### config.mk
export PLATFORM = sky130hd
export DESIGN_NAME = ps2_line_editor
export DESIGN_NICKNAME = d
export VERILOG_FILES = /design/src/rtl/ps2_pkg.sv /design/src/rtl/ps2_key_classify.sv /design/src/rtl/ps2_line_editor.sv
export SDC_FILE = /design/constraint.sdc
export NUM_CORES = 1
export LEC_CHECK = 0
export ABC_AREA = 1
export ABC_CLOCK_PERIOD_IN_PS = 4450
export CELL_PAD_IN_SITES_DETAIL_PLACEMENT = 1
export CELL_PAD_IN_SITES_GLOBAL_PLACEMENT = 2
export CORE_ASPECT_RATIO = 1.5
export CORE_MARGIN = 5
export CORE_UTILIZATION = 40
export CTS_CLUSTER_DIAMETER = 40
export DETAILED_ROUTE_END_ITERATION = 8
export DONT_BUFFER_PORTS = 1
export PLACE_DENSITY = 0.87
export SETUP_SLACK_MARGIN = 0.1
export SLEW_MARGIN = 20
export SYNTH_ARGS = -nofsm -noshare
export SYNTH_HDL_FRONTEND = slang
export SYNTH_SLANG_ARGS = --single-unit
### constraint.sdc
create_clock -name clock -period 4.45 [get_ports clock]
set_clock_uncertainty 0.2 [all_clocks]
set_input_delay 0.2225 -clock clock [delete_from_list [all_inputs] [get_ports clock]]
set_output_delay 0.2225 -clock clock [all_outputs]
set_load 0.005 [all_outputs]
### src/rtl/ps2_pkg.sv
// Shared key codes and types for the PS/2 keyboard line editor and interpreter.
// Pure declarations: no logic, no latency.
// No flow control here; consumers decide how classes are acted upon.
package ps2_pkg;

  localparam logic [7:0] KEY_ENTER = 8'h0A;
  localparam logic [7:0] KEY_CR    = 8'h0D;
  localparam logic [7:0] KEY_BKSP  = 8'h08;
  localparam logic [7:0] KEY_ESC   = 8'h1B;
  localparam logic [7:0] PRINT_LO  = 8'h20;
  localparam logic [7:0] PRINT_HI  = 8'h7E;

  // Output slot occupancy; FULL is exactly "line_valid is high".
  typedef enum logic {SLOT_EMPTY, SLOT_FULL} slot_state_e;

  // One-hot key class; all zero means the code is ignored.
  typedef struct packed {
    logic enter;
    logic bksp;
    logic esc;
    logic print;
  } key_class_t;

endpackage

### src/rtl/ps2_key_classify.sv
// Maps a decoded key code to a one-hot key class (enter/bksp/esc/print).
// Purely combinational, zero latency.
// No backpressure; the caller qualifies the result with its own strobe.
module ps2_key_classify
  import ps2_pkg::*;
#(
  parameter int CHAR_W = 8  // codes above 8 bits compare as zero-extended ASCII
) (
  input  logic [CHAR_W-1:0] ascii_char,
  output key_class_t        key_class
);

  // Control codes are matched exactly; PRINT is the inclusive ASCII printable range.
  always_comb begin
    key_class       = '0;
    key_class.enter = (ascii_char == CHAR_W'(KEY_ENTER)) || (ascii_char == CHAR_W'(KEY_CR));
    key_class.bksp  = (ascii_char == CHAR_W'(KEY_BKSP));
    key_class.esc   = (ascii_char == CHAR_W'(KEY_ESC));
    key_class.print = (ascii_char >= CHAR_W'(PRINT_LO)) && (ascii_char <= CHAR_W'(PRINT_HI));
  end

endmodule

### src/rtl/ps2_line_editor.sv
// Keyboard line editor: builds a live line from key strobes and commits it on Enter.
// Latency 1: every key effect and the line_valid rise appear the cycle after the strobe.
// One-entry output slot drained by line_valid/line_ready; Enter into a busy slot pulses commit_busy.
module ps2_line_editor
  import ps2_pkg::*;
#(
  parameter int MAX_CHARS = 32,
  parameter int CHAR_W    = 8,
  parameter int LEN_W     = $clog2(MAX_CHARS + 1)
) (
  input  logic                        clock,
  input  logic                        resetn,
  input  logic                        key_pressed,
  input  logic [CHAR_W-1:0]           ascii_char,
  output logic [MAX_CHARS*CHAR_W-1:0] live_line,
  output logic [LEN_W-1:0]            live_len,
  output logic [MAX_CHARS*CHAR_W-1:0] line_out,
  output logic [LEN_W-1:0]            line_len,
  output logic                        line_valid,
  input  logic                        line_ready,
  output logic                        overflow,
  output logic                        commit_busy
);

  localparam int              LINE_W  = MAX_CHARS * CHAR_W;
  localparam logic [LEN_W-1:0] LEN_MAX = LEN_W'(MAX_CHARS);

  key_class_t key_class;

  logic [LINE_W-1:0] live_q, live_d;
  logic [LEN_W-1:0]  live_len_q, live_len_d;
  logic [LINE_W-1:0] line_out_q, line_out_d;
  logic [LEN_W-1:0]  line_len_q, line_len_d;
  slot_state_e       slot_q, slot_d;
  logic              overflow_q, overflow_d;
  logic              commit_busy_q, commit_busy_d;
  logic              handshake;
  logic              slot_free;

  ps2_key_classify #(
    .CHAR_W(CHAR_W)
  ) u_classify (
    .ascii_char(ascii_char),
    .key_class (key_class)
  );

  // A draining slot counts as free so Enter can reload it in the same cycle.
  assign handshake = (slot_q == SLOT_FULL) && line_ready;
  assign slot_free = (slot_q == SLOT_EMPTY) || handshake;

  // Next-state for the live line, the output slot and the one-cycle status pulses.
  always_comb begin
    live_d        = live_q;
    live_len_d    = live_len_q;
    line_out_d    = line_out_q;
    line_len_d    = line_len_q;
    slot_d        = handshake ? SLOT_EMPTY : slot_q;
    overflow_d    = 1'b0;
    commit_busy_d = 1'b0;

    if (key_pressed) begin
      if (key_class.print) begin
        if (live_len_q != LEN_MAX) begin
          // Char 0 lives in the MSBs, so slot n sits (MAX_CHARS-1-n) chars up from bit 0.
          live_d[(MAX_CHARS - 1 - int'(live_len_q)) * CHAR_W +: CHAR_W] = ascii_char;
          live_len_d = live_len_q + LEN_W'(1);
        end else begin
          overflow_d = 1'b1;
        end
      end else if (key_class.bksp) begin
        if (live_len_q != '0) begin
          // Slot live_len-1 is MAX_CHARS-live_len chars up from bit 0.
          live_d[(MAX_CHARS - int'(live_len_q)) * CHAR_W +: CHAR_W] = '0;
          live_len_d = live_len_q - LEN_W'(1);
        end
      end else if (key_class.esc) begin
        live_d     = '0;
        live_len_d = '0;
      end else if (key_class.enter) begin
        if (slot_free) begin
          line_out_d = live_q;
          line_len_d = live_len_q;
          slot_d     = SLOT_FULL;
          live_d     = '0;
          live_len_d = '0;
        end else begin
          commit_busy_d = 1'b1;
        end
      end
    end
  end

  // State registers; reset drops any partial or pending line without committing it.
  always_ff @(posedge clock or negedge resetn) begin
    if (!resetn) begin
      live_q        <= '0;
      live_len_q    <= '0;
      line_out_q    <= '0;
      line_len_q    <= '0;
      slot_q        <= SLOT_EMPTY;
      overflow_q    <= 1'b0;
      commit_busy_q <= 1'b0;
    end else begin
      live_q        <= live_d;
      live_len_q    <= live_len_d;
      line_out_q    <= line_out_d;
      line_len_q    <= line_len_d;
      slot_q        <= slot_d;
      overflow_q    <= overflow_d;
      commit_busy_q <= commit_busy_d;
    end
  end

  // line_valid comes straight from a flop, so line_ready never reaches it combinationally.
  assign live_line   = live_q;
  assign live_len    = live_len_q;
  assign line_out    = line_out_q;
  assign line_len    = line_len_q;
  assign line_valid  = (slot_q == SLOT_FULL);
  assign overflow    = overflow_q;
  assign commit_busy = commit_busy_q;

endmodule

==> results of run 1 <==
## path summary, 6_finish.rpt
kind | endpoint | depth (start not counted)
min in group clock | live_line[241]$_DFFE_PN0P_ | 4
min reg2reg | line_out[138]$_DFFE_PN0P_ | 1
max in group asynchronous | live_len[1]$_DFFE_PN0P_ | 0
min | line_len[4]$_DFFE_PN0P_ | 0
max | live_line[33]$_DFFE_PN0P_ | 19
max reg2reg | live_line[33]$_DFFE_PN0P_ | 19
## power by group through the flow
stage	Sequential, mW	Combinational (mW)	Clock (mW)
5_1_grt	4.87	2.60	5.94
3_5_place_dp	4.95	2.39	0
6_report	4.87	2.45	5.57
4_1_cts	4.87	2.42	5.70
3_3_place_gp	4.95	2.34	0
2_1_floorplan	4.94	1.52	0
## flip-flops by register name (all words and copies together), names as in the netlist
signal,cells
live_len,6
line_out,256
commit_busy,1
line_valid,1
overflow,1
line_len,6
live_line,256
## kinds of logic after synthesis
logic type,after synthesis,share of synthesized area
xor gates and xnor gates,1,0.00116
buffers and inverters,241,0.0415
and+or+nand+nor,1187,0.247
muxes,251,0.119
AOI/OAI and AO/OA,81,0.0271
adders and majority gates,17,0.00895
DFF,527,0.555
## final cells by class
cell class / instances / area share
diodes: 1 / 0.0000914
flip-flops and latches: 527 / 0.481
well taps: 777 / 0.0355
clock buffers: 86 / 0.0672
multi-input cells: 1537 / 0.354
clock inverters: 38 / 0.0162
repair buffers: 78 / 0.0253
inverters: 144 / 0.0199
## worst max-delay path, cell delays in order (launching register included)
cell,delay [ps]
dfrtp_1,390
buf_4,190
ha_1,250
nand3_1,120
nor2_1,50
inv_1,70
nor2_1,70
ha_1,480
inv_2,140
nor3_2,180
nand3_1,90
nand2_1,160
nand3_4,200
nor2_4,260
buf_12,150
nand3_1,80
o21ai_0,410
nand3_2,240
nand2_1,160
nand2_1,70
## per-stage QoR
stage | instances | cell area [um2] | hold slack, ps | setup WS [ps] | total power, mW
2_1_floorplan | 2305 | 23800 | -273 | 706 | 6.46
6_report | 3188 | 27400 | -867 | 375 | 12.9
4_1_cts | 3167 | 27100 | -910 | 128 | 13.0
3_5_place_dp | 3027 | 24700 | -245 | 26.2 | 7.34
3_3_place_gp | 3027 | 24700 | -245 | 139 | 7.29
5_1_grt | 3187 | 27400 | -890 | 69.0 | 13.4
## synth_stat cells, types with 5 or more instances
library cell / number
nor2_4: 11
nand3_1: 81
nor2_1: 156
clkbuf_1: 57
nor3_2: 5
ha_1: 17
nand3_4: 10
nor4_1: 10
nor2_2: 13
o21ai_1: 7
nand2_1: 548
o21ai_0: 26
nand4_1: 232
mux2_2: 251
nor3_1: 43
o21ai_4: 12
buf_2: 29
o21ai_2: 18
a21oi_1: 7
inv_1: 126
inv_2: 15
dfrtp_1: 527
nand3_2: 22
nand2_2: 38
## routing by layer
| metal | vias up | share of wire |
|---|---|---|
| met5 | - | 0 |
| met1 | 9204 | 0.37 |
| li1 | 7964 | - |
| met2 | 636 | 0.52 |
| met3 | 164 | 0.065 |
| met4 | 0 | 0.041 |
## repair_timing
item                       4_1_cts  5_1_grt
pin swaps                        2       14
setup buffers                    3       20
setup endpoints to repair       54      246
hold endpoints to repair       544      527
gates resized for setup          3       15
==> impl_metrics.json, run 1 <==
{
  "outcome": "complete, but fails checks",
  "violations": "hold timing, slew limit",
  "critPathLaunch": "live_len[0]$_DFFE_PN0P_",
  "pwr-share-seq": 0.378,
  "area_growth_syn_to_layout_pct": 15.3,
  "clock_sinks": 527,
  "netlist_instances": 2305,
  "syn_area_per_cell_um2": 10.3,
  "ios": 539,
  "ys_warn_count": 0,
  "use_met1": 0.296,
  "die-area_mm2": 0.0645,
  "r2r_slack_ps": 370,
  "io_buffers": 0,
  "drt_iter0_drc": 1025,
  "gp_congestion": 0.891,
  "final_core_utilization": 0.465,
  "drc": 0,
  "syn_nets": 2334,
  "seq_area_mm2": 0.0132,
  "fillCellCount": 6415,
  "fin_tns_setup_ps": 0,
  "grt_pass1_wl_um": 129000,
  "rows": 109,
  "critical_path_required_ps": 4750,
  "ys_types": 43,
  "endpoint_kind": "register",
  "max_slew_margin": -0.753,
  "grt_max_degree": 528,
  "grt.met2_usage": 0.466,
  "grt_use_total": 0.260,
  "drv_cap": 0,
  "wl_per_cell_um": 27.0,
  "worst_pin_slew_ps": 2630,
  "ys_ff_latch": 527,
  "clk_latency_ps": 620,
  "synth.area.top_cells": "dfrtp_1, mux2_2, nand2_1, nand4_1, nor2_1",
  "synth_edf_count": 0,
  "drive_gt1_frac": 0.246,
  "cts_tree": "yes",
  "timing.rr.start": "live_len[0]$_DFFE_PN0P_",
  "power.share.clock": 0.432,
  "synth-async-reset-ratio": 1.00,
  "multiInputGateArea_mm2": 0.00970,
  "grt.busiest_layer": "met2",
  "synth_largest_area_cell": "dfrtp_1",
  "core_area_mm2": 0.0589,
  "synth_top_cell_area_share": 0.555,
  "final_common_cell": "nand2_1",
  "p_per_area_mw_per_mm2": 470,
  "nNetsFinal": 2385,
  "antenna_found_initial": 1,
  "p_comb_frac": 0.190,
  "fp.dieH_um": 308,
  "finalHoldViolCount": 527,
  "startpoint_type": "register",
  "wl_um": 85900,
  "finalCriticalPeriod_ps": 4080,
  "critical_path_arrival_ps": 4380,
  "crit_type": "reg -> reg",
  "p_leak_nw": 13.7,
  "viasPerCell": 5.64,
  "met3_usage": 0.0646,
  "p_switching_mw": 4.26,
  "rsz0062_at_grt": "false",
  "switching_share": 0.331,
  "hp-class": "in -> async",
  "fin_hold_ws_ps": -867,
  "grt_overflow": 0,
  "cts_buffers": 68,
  "critPathMaxFanout": 8,
  "drt_pass1_iterations": 5,
  "clk_transition_reported_paths_ps": 60,
  "dpl.hpwl_um": 62400,
  "vias": 18000,
  "ir_drop_uv": 380,
  "yosys_most_used_dff": "dfrtp_1",
  "dieWidth_um": 209,
  "setup_viol": 0,
  "syn-cell-area_mm2": 0.0238,
  "cts_buffer_depth": 3,
  "mostFrequentLayoutCells": "nand2_1, dfrtp_1, mux2_2, nand4_1, nor2_1",
  "max_freq_mhz": 245,
  "initial_utilization": 0.403,
  "seq_area_frac_synth": 0.555,
  "grt_pass1_vias": 19400,
  "post-route-period-util": 0.916,
  "p_int_mw": 8.62,
  "slew_violations": 357,
  "cts_root_buf": "clkbuf_16",
  "cts_hold_buf": 13,
  "htreeDepth": 3,
  "final_antenna_net_count": 0
}
Power figures use the tool's default switching activity.
==> run 2: changes to the inputs <==
--- a/config.mk
+++ b/config.mk
@@ -5,17 +5,17 @@
 export SDC_FILE = /design/constraint.sdc
 export NUM_CORES = 1
 export LEC_CHECK = 0
-export ABC_AREA = 1
+export ABC_AREA = 0
 export ABC_CLOCK_PERIOD_IN_PS = 4450
 export CELL_PAD_IN_SITES_DETAIL_PLACEMENT = 1
 export CELL_PAD_IN_SITES_GLOBAL_PLACEMENT = 2
 export CORE_ASPECT_RATIO = 1.5
 export CORE_MARGIN = 5
-export CORE_UTILIZATION = 40
+export CORE_UTILIZATION = 41
 export CTS_CLUSTER_DIAMETER = 40
 export DETAILED_ROUTE_END_ITERATION = 8
 export DONT_BUFFER_PORTS = 1
-export PLACE_DENSITY = 0.87
+export PLACE_DENSITY = 0.86
 export SETUP_SLACK_MARGIN = 0.1
 export SLEW_MARGIN = 20
 export SYNTH_ARGS = -nofsm -noshare
==> impl_metrics.json, run 2 <==
{
  "setup_viol": 200,
  "post-route-period-util": 1.03,
  "cp.depth": 19,
  "nNetsFinal": 1904,
  "max_freq_mhz": 218,
  "clk_latency_ps": 600,
  "finalHoldViolCount": 527,
  "drt_pass1_iterations": 5,
  "p_per_area_mw_per_mm2": 442,
  "p_comb_frac": 0.171,
  "mostFrequentLayoutCells": "dfrtp_1, mux2_2, nand2_1, o21ai_0, a22o_1",
  "outcome": "complete, but fails checks",
  "slowest_stage": "or4b_4",
  "r2r.worst_path.cells": 19,
  "crit_type": "reg -> reg",
  "worst_pin_slew_ps": 2020,
  "power.total_mw": 11.4,
  "yosysMostFrequentCell": "dfrtp_1",
  "netlist_instances": 1783,
  "synth_edf_count": 0,
  "grt_pass1_vias": 16600,
  "ys_types": 70,
  "initial_utilization": 0.412,
  "grt.met2_usage": 0.487,
  "cp_top_family": "simple AND/OR/NAND/NOR gates",
  "wl_per_cell_um": 31.0,
  "wl_um": 80400,
  "drv_cap": 0,
  "max_slew_margin": -0.347,
  "synth_largest_area_cell": "dfrtp_1",
  "gp_congestion": 0.902,
  "drive_gt1_frac": 0.285,
  "fp.dieH_um": 291,
  "power.share.clock": 0.393,
  "synth-async-reset-ratio": 1.00,
  "cts_buffer_depth": 3,
  "core_area_mm2": 0.0523,
  "cts_buffers": 54,
  "htreeDepth": 2,
  "startpoint_type": "register",
  "grt_pass1_wl_um": 118000,
  "endpoint": "live_line[207]$_DFFE_PN0P_",
  "viasPerCell": 6.04,
  "finalCriticalPeriod_ps": 4590,
  "final_common_cell": "dfrtp_1",
  "syn-cell-area_mm2": 0.0216,
  "final_antenna_net_count": 0,
  "seq_area_frac_synth": 0.612,
  "synth_top_cell_area_share": 0.612,
  "rows": 103,
  "ir_drop_uv": 296,
  "die-area_mm2": 0.0574,
  "grt_use_total": 0.271,
  "dpl.hpwl_um": 56400,
  "yosys_most_used_dff": "dfrtp_1",
  "clk_transition_reported_paths_ps": 60,
  "synth.area.top_cells": "dfrtp_1, mux2_2, a22o_1, o21ai_0, nand2_1",
  "met3_usage": 0.0615,
  "drt_iter0_drc": 935,
  "switching_share": 0.293,
  "clock_sinks": 527,
  "violations": "hold timing, slew limit, setup timing",
  "cts_hold_buf": 11,
  "vias": 15700,
  "path_common_cell": "buf_6",
  "ys_warn_count": 0,
  "drc": 0,
  "critical_path_arrival_ps": 4880,
  "r2r_slack_ps": -140,
  "p_int_mw": 8.06,
  "rsz0062_at_grt": "true",
  "slew_violations": 254,
  "syn_area_per_cell_um2": 12.1,
  "io_buffers": 0,
  "cts_root_buf": "clkbuf_16",
  "area_growth_syn_to_layout_pct": 19.8,
  "slowest_delay_ps": 560,
  "p_leak_nw": 12.1,
  "grt_overflow": 0,
  "cp_num_buf_inv": 8,
  "path_cells": "inv_2 > ha_4 > or4b_4 > buf_6 > nor3_4 > buf_12 > o31ai_2 > ha_1 > or4b_4 > nor4_4 > nand4_1 > buf_4 > buf_8 > buf_4 > buf_6 > nand2_8 > buf_6 > nand3_4 > and2_1",
  "syn_nets": 1812,
  "critPathLaunch": "live_len[1]$_DFFE_PN0P_",
  "p_switching_mw": 3.35,
  "pre_cts_slack_ps": -157,
  "cts_tree": "yes",
  "rr_endpoint": "live_line[207]$_DFFE_PN0P_",
  "ys_ff_latch": 527,
  "fin_hold_ws_ps": -873,
  "critical_path_required_ps": 4740,
  "netlist_top_cells_count": "dfrtp_1, mux2_2, nand2_1",
  "timing.rr.start": "live_len[1]$_DFFE_PN0P_",
  "endpoint_kind": "register",
  "hp-class": "in -> async",
  "antenna_found_initial": 4,
  "pwr-share-seq": 0.436,
  "ios": 539,
  "dieWidth_um": 197,
  "grt_max_degree": 528,
  "critPathMaxFanout": 8,
  "grt.busiest_layer": "met2",
  "setup_slack_ps": -137,
  "use_met1": 0.309
}
==> run 2: stage by stage <==
step / cell area [um2] / utilization / setup TNS (ps) / instances / hold WS, ps
after floorplan: 21700 / - / 0 / 1783 / -273
after global placement: 23000 / 0.440 / -768 / 2461 / -262
after detailed placement: 23000 / 0.440 / -8690 / 2461 / -264
after CTS: 25200 / 0.481 / -3270 / 2576 / -905
after global routing: 25800 / 0.494 / -41400 / 2598 / -914
final: 25800 / 0.494 / -11940 / 2598 / -873
==> run 2: what timing repair did <==
item                       4_1_cts  5_1_grt
setup buffers                    7       21
gates resized for setup         55      108
cloned                           1        0
setup endpoints to repair      194      256
pin swaps                       19       63
hold endpoints to repair       619      527
==> run 2: power by group through the flow <==
stage          clock [mW]  combinational [mW]  sequential, mW
3_5_place_dp            0                1.42            5.07
3_3_place_gp            0                1.39            5.06
2_1_floorplan           0               0.851            5.02
6_report             4.48                1.95            4.98
5_1_grt              4.77                2.05            4.98
4_1_cts              4.57                1.58            4.98
==> run 2: final cells by class <==
class                           instances  area, um2
Antenna cell                            1       2.50
Clock buffer                           66       1480
Clock inverter                         30        287
Fill cell                            5321      26500
Inverter                               94        355
Multi-Input combinational cell       1061       8370
Sequential cell                       527      13200
Tap cell                              682        853
Timing Repair Buffer                  137       1290
==> run 2: metal layers <==
layer  vias to the layer above  share of wire
met3                       196          0.067
met5                         -        0.00016
met1                      8267           0.36
li1                       6593              -
met4                         2          0.046
met2                       626           0.53
==> run 2: cells by family (layout without fill, tap and decap cells) <==
kind of cell	after synthesis	in the layout	share of synthesized area
adders and majority gates	17	17	0.00987
xor gates and xnor gates	13	13	0.00528
DFF	527	527	0.612
AOI/OAI and AO/OA	426	426	0.142
muxes	190	190	0.0992
other	0	1	0
and+or+nand+nor	415	415	0.0973
buffers and inverters	195	327	0.0346
==> run 2: worst min path at each step <==
stage / end / slack, ps / cells after the start
after floorplan: commit_busy$_DFF_PN0_ / -270 / 0
after global placement: line_out[128]$_DFFE_PN0P_ / -260 / 0
after detailed placement: line_out[224]$_DFFE_PN0P_ / -260 / 0
after CTS: live_line[26]$_DFFE_PN0P_ / -900 / 0
after global routing: line_out[31]$_DFFE_PN0P_ / -910 / 0
final: line_out[139]$_DFFE_PN0P_ / -870 / 0
